File: config.mk
export PLATFORM = sky130hd
export DESIGN_NAME = mc_core
export DESIGN_NICKNAME = d
export VERILOG_FILES = /design/src/rtl/mc_core.sv
export SDC_FILE = /design/constraint.sdc
export NUM_CORES = 2
export LEC_CHECK = 0
export CAP_MARGIN = 5
export CELL_PAD_IN_SITES_DETAIL_PLACEMENT = 1
export CELL_PAD_IN_SITES_GLOBAL_PLACEMENT = 2
export CORE_MARGIN = 3
export CORE_UTILIZATION = 40
export DETAILED_ROUTE_END_ITERATION = 8
export GPL_ROUTABILITY_DRIVEN = 0
export PLACE_DENSITY_LB_ADDON = 0.1
export SYNTH_ARGS = -nofsm -noshare
export SYNTH_HDL_FRONTEND = slang
export SYNTH_SLANG_ARGS = --single-unit
File: constraint.sdc
create_clock -name clk -period 5.3 [get_ports clk]
set_input_delay 1.06 -clock clk [delete_from_list [all_inputs] [get_ports clk]]
set_output_delay 1.06 -clock clk [all_outputs]
set_load 0.03 [all_outputs]
File: src/rtl/mc_core.sv
// mc_core: multi-cycle RV32I/RV32E-subset core with req/ack instruction and data ports.
// Each instruction walks FETCH -> DECODE -> EXEC -> [MEM] -> WB; illegal conditions park it in HALT.
module mc_core #(
  parameter logic [31:0] RESET_PC  = 32'h0000_0000,
  parameter int          REG_COUNT = 32
) (
  input  logic        clk,
  input  logic        rst,
  output logic        imem_req,
  output logic [31:0] imem_addr,
  input  logic        imem_ack,
  input  logic [31:0] imem_rdata,
  output logic        dmem_req,
  output logic        dmem_we,
  output logic [31:0] dmem_addr,
  output logic [31:0] dmem_wdata,
  input  logic        dmem_ack,
  input  logic [31:0] dmem_rdata,
  output logic [31:0] out,
  output logic [31:0] pc_out,
  output logic        retire,
  output logic        halted
);
  localparam int RW = $clog2(REG_COUNT);

  localparam logic [6:0] OP_R     = 7'b0110011;
  localparam logic [6:0] OP_I     = 7'b0010011;
  localparam logic [6:0] OP_LD    = 7'b0000011;
  localparam logic [6:0] OP_ST    = 7'b0100011;
  localparam logic [6:0] OP_BR    = 7'b1100011;
  localparam logic [6:0] OP_JAL   = 7'b1101111;
  localparam logic [6:0] OP_JALR  = 7'b1100111;
  localparam logic [6:0] OP_LUI   = 7'b0110111;
  localparam logic [6:0] OP_AUIPC = 7'b0010111;

  typedef enum logic [2:0] {FETCH, DECODE, EXEC, MEM, WB, HALT} state_t;
  state_t state, state_nx;

  logic [31:0] pc, ir, a_q, b_q, imm_q, res_q, npc_q, out_q, daddr_q, dwdata_q;
  logic        dwe_q;
  logic [31:0] rf [REG_COUNT];

  // Instruction fields stay valid from DECODE through WB because ir only changes in FETCH.
  logic [6:0] opc, f7;
  logic [2:0] f3;
  logic [4:0] rd, rs1, rs2;
  assign opc = ir[6:0];
  assign rd  = ir[11:7];
  assign f3  = ir[14:12];
  assign rs1 = ir[19:15];
  assign rs2 = ir[24:20];
  assign f7  = ir[31:25];

  logic is_r, is_i, is_ld, is_st, is_br, is_jal, is_jalr, is_lui, is_auipc;
  assign is_r     = (opc == OP_R);
  assign is_i     = (opc == OP_I);
  assign is_ld    = (opc == OP_LD);
  assign is_st    = (opc == OP_ST);
  assign is_br    = (opc == OP_BR);
  assign is_jal   = (opc == OP_JAL);
  assign is_jalr  = (opc == OP_JALR);
  assign is_lui   = (opc == OP_LUI);
  assign is_auipc = (opc == OP_AUIPC);

  logic use_rs1, use_rs2, use_rd, legal, bad_reg;
  assign use_rs1 = is_r || is_i || is_ld || is_st || is_br || is_jalr;
  assign use_rs2 = is_r || is_st || is_br;
  assign use_rd  = is_r || is_i || is_ld || is_jal || is_jalr || is_lui || is_auipc;
  assign bad_reg = (use_rs1 && ({27'b0, rs1} >= 32'(REG_COUNT))) ||
                   (use_rs2 && ({27'b0, rs2} >= 32'(REG_COUNT))) ||
                   (use_rd  && ({27'b0, rd}  >= 32'(REG_COUNT)));

  logic [31:0] imm_d;
  always_comb begin
    legal = 1'b0;
    case (opc)
      OP_R:                     legal = (f7 == 7'h00) || (f7 == 7'h20 && (f3 == 3'd0 || f3 == 3'd5));
      OP_I:                     legal = (f3 == 3'd1) ? (f7 == 7'h00) :
                                        (f3 == 3'd5) ? (f7 == 7'h00 || f7 == 7'h20) : 1'b1;
      OP_LD, OP_ST:             legal = (f3 == 3'd2);
      OP_BR:                    legal = (f3 != 3'd2) && (f3 != 3'd3);
      OP_JALR:                  legal = (f3 == 3'd0);
      OP_JAL, OP_LUI, OP_AUIPC: legal = 1'b1;
      default:                  legal = 1'b0;
    endcase

    imm_d = {{20{ir[31]}}, ir[31:20]};
    if (is_st)                  imm_d = {{20{ir[31]}}, ir[31:25], ir[11:7]};
    else if (is_br)             imm_d = {{19{ir[31]}}, ir[31], ir[7], ir[30:25], ir[11:8], 1'b0};
    else if (is_lui || is_auipc) imm_d = {ir[31:12], 12'b0};
    else if (is_jal)            imm_d = {{11{ir[31]}}, ir[31], ir[19:12], ir[20], ir[30:21], 1'b0};
  end

  // Indices beyond REG_COUNT never reach EXEC, so truncating to RW bits is safe.
  logic [31:0] rs1_v, rs2_v;
  assign rs1_v = (rs1 == 5'd0) ? '0 : rf[rs1[RW-1:0]];
  assign rs2_v = (rs2 == 5'd0) ? '0 : rf[rs2[RW-1:0]];

  logic [31:0] op_b, alu, ex_res, tgt, ex_npc;
  logic [4:0]  sh;
  logic        taken, jump, ex_misalign;
  always_comb begin
    op_b = (is_r || is_br) ? b_q : imm_q;
    sh   = op_b[4:0];
    case (f3)
      3'd0:    alu = (is_r && f7[5]) ? a_q - op_b : a_q + op_b;
      3'd1:    alu = a_q << sh;
      3'd2:    alu = {31'b0, $signed(a_q) < $signed(op_b)};
      3'd3:    alu = {31'b0, a_q < op_b};
      3'd4:    alu = a_q ^ op_b;
      3'd5:    alu = f7[5] ? $unsigned($signed(a_q) >>> sh) : a_q >> sh;
      3'd6:    alu = a_q | op_b;
      default: alu = a_q & op_b;
    endcase

    taken = 1'b0;
    case (f3)
      3'd0:    taken = (a_q == b_q);
      3'd1:    taken = (a_q != b_q);
      3'd4:    taken = ($signed(a_q) <  $signed(b_q));
      3'd5:    taken = ($signed(a_q) >= $signed(b_q));
      3'd6:    taken = (a_q <  b_q);
      3'd7:    taken = (a_q >= b_q);
      default: taken = 1'b0;
    endcase

    tgt    = is_jalr ? ((a_q + imm_q) & ~32'd1) : pc + imm_q;
    jump   = is_jal || is_jalr || (is_br && taken);
    ex_npc = jump ? tgt : pc + 32'd4;

    ex_res = alu;
    if (is_lui)                 ex_res = imm_q;
    else if (is_auipc)          ex_res = pc + imm_q;
    else if (is_jal || is_jalr) ex_res = pc + 32'd4;
    else if (is_ld || is_st)    ex_res = a_q + imm_q;
    else if (is_br)             ex_res = {31'b0, taken};

    ex_misalign = (jump && tgt[1]) || ((is_ld || is_st) && ex_res[1:0] != 2'b00);
  end

  always_comb begin
    state_nx = state;
    case (state)
      FETCH:   if (imem_ack) state_nx = DECODE;
      DECODE:  state_nx = (legal && !bad_reg) ? EXEC : HALT;
      EXEC:    state_nx = ex_misalign ? HALT : (is_ld || is_st) ? MEM : WB;
      MEM:     if (dmem_ack) state_nx = WB;
      WB:      state_nx = FETCH;
      default: state_nx = HALT;
    endcase
  end

  always_ff @(posedge clk or negedge rst) begin
    if (!rst) begin
      state    <= FETCH;
      pc       <= RESET_PC;
      ir       <= '0;
      a_q      <= '0;
      b_q      <= '0;
      imm_q    <= '0;
      res_q    <= '0;
      npc_q    <= '0;
      out_q    <= '0;
      daddr_q  <= '0;
      dwdata_q <= '0;
      dwe_q    <= 1'b0;
      for (int i = 0; i < REG_COUNT; i++) rf[i] <= '0;
    end else begin
      state <= state_nx;
      case (state)
        FETCH:  if (imem_ack) ir <= imem_rdata;
        DECODE: begin
          a_q   <= rs1_v;
          b_q   <= rs2_v;
          imm_q <= imm_d;
        end
        EXEC: begin
          out_q <= ex_res;
          res_q <= ex_res;
          npc_q <= ex_npc;
          // Data-port registers only load for an access that will really be issued.
          if ((is_ld || is_st) && !ex_misalign) begin
            daddr_q  <= ex_res;
            dwe_q    <= is_st;
            dwdata_q <= b_q;
          end
        end
        MEM:    if (dmem_ack && !dwe_q) res_q <= dmem_rdata;
        WB: begin
          pc <= npc_q;
          if (use_rd && rd != 5'd0) rf[rd[RW-1:0]] <= res_q;
        end
        default: ;
      endcase
    end
  end

  // imem_req is gated by rst so it is low during reset even though state sits in FETCH.
  assign imem_req   = rst && (state == FETCH);
  assign imem_addr  = pc;
  assign dmem_req   = (state == MEM);
  assign dmem_we    = dmem_req && dwe_q;
  assign dmem_addr  = daddr_q;
  assign dmem_wdata = dwdata_q;
  assign out        = out_q;
  assign pc_out     = pc;
  assign retire     = (state == WB);
  assign halted     = (state == HALT);
endmodule

# Yosys cells after proc, flatten, opt, wreduce, memory -nomap -nowiden
# Index checks and enable logic that the tools add are counted.
# totals
ff_bits,1348
input_bits,68
elab_cells,179
# op_classes
addsub,5
order_cmp,10
eq_ne,29
n_shift,3
muxes,38
bitwise,6
n_reduce_logical,44
# op_table
cell,count
$bwmux 1024,1
$mux 32,18
$bmux 32 s5,2
$pmux 32 s7,1
$demux 32 s5,1
$lt 32x32->1,4
$add 32x32->32,3
$mux 31,3
$ge 32x32->1,2
$pmux 32 s2,1
$add 32x3->32 const B,1
$and 32x32->32,1
$eq 32x32->1,1
$ne 32x32->1,1
$or 32x32->32,1
$shl 32x5->32,1
$shr 32x5->32,1
$sshr 32x5->32,1
$sub 32x32->32,1
$xor 32x32->32,1
$eq 7x6->1 const B,4
$eq 7x7->1 const B,3
$mux 20,1
$eq 3x3->1 const B,6
25 further kinds,75

# Logic depth before layout (Yosys ltp)
# logic_depth
ltp_word,17
mapped_depth,25

# Worst setup path before layout
# No wires, ideal clock.
# synth_path
path_kind,register -> register
start,register ir[4]
end,"register out_q[28], in the netlist out[28]"
setup_ns,0.148
t_arrival_ns,5.152
required_time_ns,5.152
slack_ns,-0.001
path_stages_with_launch,24
path_buffers,5
path_cell_list,dfrtp_1 -> buf_2 -> xnor2_2 -> buf_2 -> o31ai_2 -> nand2_1 -> buf_2 -> buf_1 -> clkbuf_1 -> ha_1 -> inv_1 -> fa_1 -> nor2b_1 -> o21ai_0 -> a211oi_1 -> a211oi_1 -> o31ai_1 -> a21oi_1 -> nor3_1 -> a31oi_1 -> and3_1 -> o211a_1 -> a2111oi_0 -> o21ai_0
# synth_between
elab_chain_cells,11
elab_cells_between_ends,29
cone_classes,2 x add/sub; 8 x eq/ne; 3 x shift; 9 x mux; 3 x bitwise; 4 x reduce/logical
# synth_lines
item,line_no,text
from (decl),39,"logic [31:0] pc, ir, a_q, b_q, imm_q, res_q, npc_q, out_q, daddr_q, dwdata_q;"
from (signal assigned),171,FETCH: if (imem_ack) ir <= imem_rdata;
$eq 7x6->1 / $eq 7x7->1 (equally long branches),"55, 59",
$logic_or 1x1->1,103,op_b = (is_r || is_br) ? b_q : imm_q;
$mux 32,103,
$add 32x32->32 (tied with other cells),106,3'd0: alu = (is_r && f7[5]) ? a_q - op_b : a_q + op_b;
"$mux 32, on equally long branches","106, 111",
$pmux 32 s7,105,case (f3)
$mux 32,136,"else if (is_br) ex_res = {31'b0, taken};"
$mux 32,135,else if (is_ld || is_st) ex_res = a_q + imm_q;
$mux 32,134,else if (is_jal || is_jalr) ex_res = pc + 32'd4;
$mux 32,133,else if (is_auipc) ex_res = pc + imm_q;
$mux 32 (*),132,if (is_lui) ex_res = imm_q;
to (signal assigned),178,out_q <= ex_res;
to (decl),39,
# Mark *: on every way between the ends. The rest lies on a longest branch, timed or not.
# A chain may end at the register's enable or synchronous reset.

# Final worst setup path
# layout_path
start,register ir[2]
end,register res_q[18]
# layout_between
elab_chain_cells,12
elab_cells_between_ends,30
cone_classes,2 x add/sub; 8 x eq/ne; 3 x shift; 10 x mux; 3 x bitwise; 4 x reduce/logical
# layout_lines
item,line_no,text
$eq 7x6->1 / $eq 7x7->1 (equally long branches),"55, 59",
$logic_or 1x1->1,103,
$mux 32,103,
$add 32x32->32 (tied with other cells),106,
"$mux 32, on equally long branches","106, 111",
$pmux 32 s7,105,
$mux 32,136,
$mux 32,135,
$mux 32,134,
$mux 32,133,
$mux 32 (*),132,
$pmux 32 s2 (*),170,case (state)
to (signal assigned),179,res_q <= ex_res;
to (signal assigned),188,MEM: if (dmem_ack && !dwe_q) res_q <= dmem_rdata;
to (decl),39,
# Marks and branches as above.

==> results.toml <==
[outcome]
status = "completed"

[grt]
antenna_found_initial = 26
grt_usage_pct = 34.4
grt_pass1_wl_mm = 521
grt_pass1_vias = 66778
grt_max_degree = 170
overflow = 0

[floorplan]
rows = 166
start_util_pct = 40.3
core_um2 = 205000
ios = 233
die_h_um = 460
die-area_um2 = 212000
fp.dieW_um = 460

[timing]
skew_ps = 62.7
tightest_slew_ps = 1350
period_share_pct = 97.7
slew_violations = 0
fin_ws_ps = 122
max_freq_mhz = 193
slew_headroom_pct = 9.94
finalSetupViolCount = 0
tns_ps = 0
period_needed_ps = 5180
hold_viol = 0

[pwr]
p_sw_mw = 5.04
leakage_nw = 41.8
ir_worst_vdd_uv = 328
total_power_mw = 22.0
p_per_area_nw_per_um2 = 229
swShare_pct = 23.0
clockPowerShare_pct = 51.8
combPwrFrac_pct = 1.3
internal_power_mw = 16.9
seqPwrFrac_pct = 46.9

[cells_and_area]
final_cells = 9996
drive_gt1_share_pct = 36.1
area_growth_pct = 16.1
seq_area_um2 = 33800
layout_commonest_cell = "dfrtp_1"
fin_nets = 7434
fill_cells = 21062
multi_input_area_um2 = 45900
final_cell_mix = "dfrtp_1 (1331), mux2_2 (1157), mux4_2 (584)"

[clock_network]
clock_latency_ps = 840
htreeDepth = 4
clock_sinks = 1348
clk_pin_slew_worst_paths_ps = 60
ctsHoldBuffers = 0
cts_tree = "built"
max-clock-path-buffers = 3
cts_root_buf = "clkbuf_16"
cts_buffers = 159

[routing]
final_antenna_net_count = 0
wl_per_cell_um = 36.9
vias_per_cell = 6.48
dr.pass1.iters = 6
drc = 0
routed_wl_mm = 369
via_count = 64822
drtIter0Drc = 6380

[place]
dp_cells = 9698
dp_hpwl_mm = 263
preCtsSetupSlack_ps = -141
portBuffers = 232

[synthesis]
syn_nets = 7205
synth_top_area_share_pct = 40.9
synthArstFlopShare_pct = 100
netlist_instances = 6949
synth_top_area_cell = "dfrtp_1"
synth_warnings = 0
synth_edf_count = 0
syn_area_per_cell_um2 = 11.9
synth_area_leaders = "dfrtp_1 (41%), mux4_2 (16%), mux2_2 (16%)"
synth_seq_cells = 1348
synth_cell_types = 100
synth_ff_type = "dfrtp_1"
synth.cell_area_um2 = 82400
seq_area_frac_synth_pct = 40.9

[critical_path]
worstSetupStartpointType = "register"
crit_type = "reg -> reg"
critPathMaxFanout = 8
critPathCaptureType = "register"
cp.required_ps = 6010
cp_data_arrival_time_ps = 5890

[min_path]
min_path_type = "in -> async"

[run]
maxCapViolCount = 0
==> registers in the layout, summed over array words and instances, names as in the netlist <==
| name | cells |
|---|---|
| a_q | 32 |
| out | 32 |
| state | 3 |
| dmem_wdata | 32 |
| dmem_addr | 32 |
| ir | 32 |
| imem_addr | 32 |
| rf | 1024 |
| npc_q | 32 |
| dwe_q | 1 |
| res_q | 32 |
| b_q | 32 |
| imm_q | 32 |
==> cell usage after synthesis (42+ instances only) <==
master and n:
ha_1 185, nor2_1 296, mux4_2 584, nand3_1 114, dfrtp_1 1348, mux2_2 1157, mux2i_1 95, o211ai_1 73
o21ai_1 59, clkbuf_1 479, inv_1 158, buf_1 99, a21o_1 97, nor3_1 67, a21oi_1 312, xnor2_1 71
o21ai_0 348, a31oi_1 42, o22ai_1 100, a211oi_1 53, o32ai_1 51, nand2_1 428, nor2b_1 71
==> logic make-up (layout without fill, tap and decap cells) <==
| family | count (synthesis) | in the layout | share of synthesized area [%] |
|---|---|---|---|
| AO/OA/AOI/OAI | 1435 | 1435 | 11.2 |
| XOR/XNOR | 113 | 113 | 1.22 |
| adder cells (fa/ha/maj) | 188 | 188 | 2.88 |
| buffers and inverters | 833 | 1185 | 4.11 |
| flip-flops | 1348 | 1348 | 40.9 |
| multiplexers | 1852 | 1852 | 33.1 |
| other | 0 | 6 | 0 |
| AND/OR/NAND/NOR | 1180 | 1181 | 6.59 |
==> final timing paths <==
kind,startpoint,to,slack (ps),cells after the start
worst max-delay path,ir[2],res_q[18],120,21
worst min-delay path,rst,npc_q[21],150,1
worst max register to register,ir[2],res_q[18],120,21
worst min register to register,rf[993],rf[993],400,0
max in group asynchronous,rst,rf[991],2820,3
min in group clk,rf[993],rf[993],400,0
==> metal layers <==
| metal | routed length [um] | global-route usage [%] | vias up |
|---|---|---|---|
| li1 | - | - | 26644 |
| met1 | 153000 | 46.1 | 34693 |
| met2 | 169000 | 54.0 | 2706 |
| met3 | 24500 | 5.88 | 769 |
| met4 | 21900 | 17.6 | 10 |
| met5 | 66 | 0 | - |
==> timing repair <==
action                                  4_1_cts  5_1_grt
gates cloned                                  0        1
gates resized for setup                       8       27
setup buffers                                 0        6
pin swaps                                     1        2
endpoints found under the setup margin       15       38
==> critical path: stages, from the launching register on <==
cell and delay [ps]:
dfrtp_2 460, nor4bb_4 370, buf_12 180, buf_4 110, a31oi_2 120, nor2_4 130
inv_2 50, ha_1 280, buf_4 150, nor2b_1 120, o21ai_0 330, a211oi_2 160
a211oi_1 280, buf_4 190, o21bai_1 100, a21oi_1 330, o21ai_0 170, xnor2_1 160
a211oi_2 390, o221a_2 440, nor2_4 160, a211o_1 340
==> power groups by stage <==
stage / combinational, mW / clock [mW] / sequential (mW)
after floorplan: 0.00143 / 0 / 10.5
after global placement: 0.300 / 0 / 10.5
after detailed placement: 0.303 / 0 / 10.5
after CTS: 0.305 / 11.6 / 10.3
after global routing: 0.332 / 12.1 / 10.3
final: 0.289 / 11.4 / 10.3
==> metrics by stage <==
stage	utilization [%]	cell area [um2]	hold WS, ps
after floorplan	-	82400	440
after detailed placement	44.0	90100	383
after global routing	46.7	95700	156
final	46.7	95700	152
after global placement	44.0	90100	376
after CTS	46.6	95500	130
==> cell type report <==
cell class / count / area share (%)
well taps: 2688 / 3.51
clock inverters: 48 / 0.728
clock buffers: 237 / 4.90
repair buffers: 734 / 7.00
flip-flops and latches: 1348 / 35.3
multi-input cells: 4769 / 47.9
inverters: 166 / 0.651
diodes: 6 / 0.0157
No activity file was read; power rests on OpenSTA's default activity.
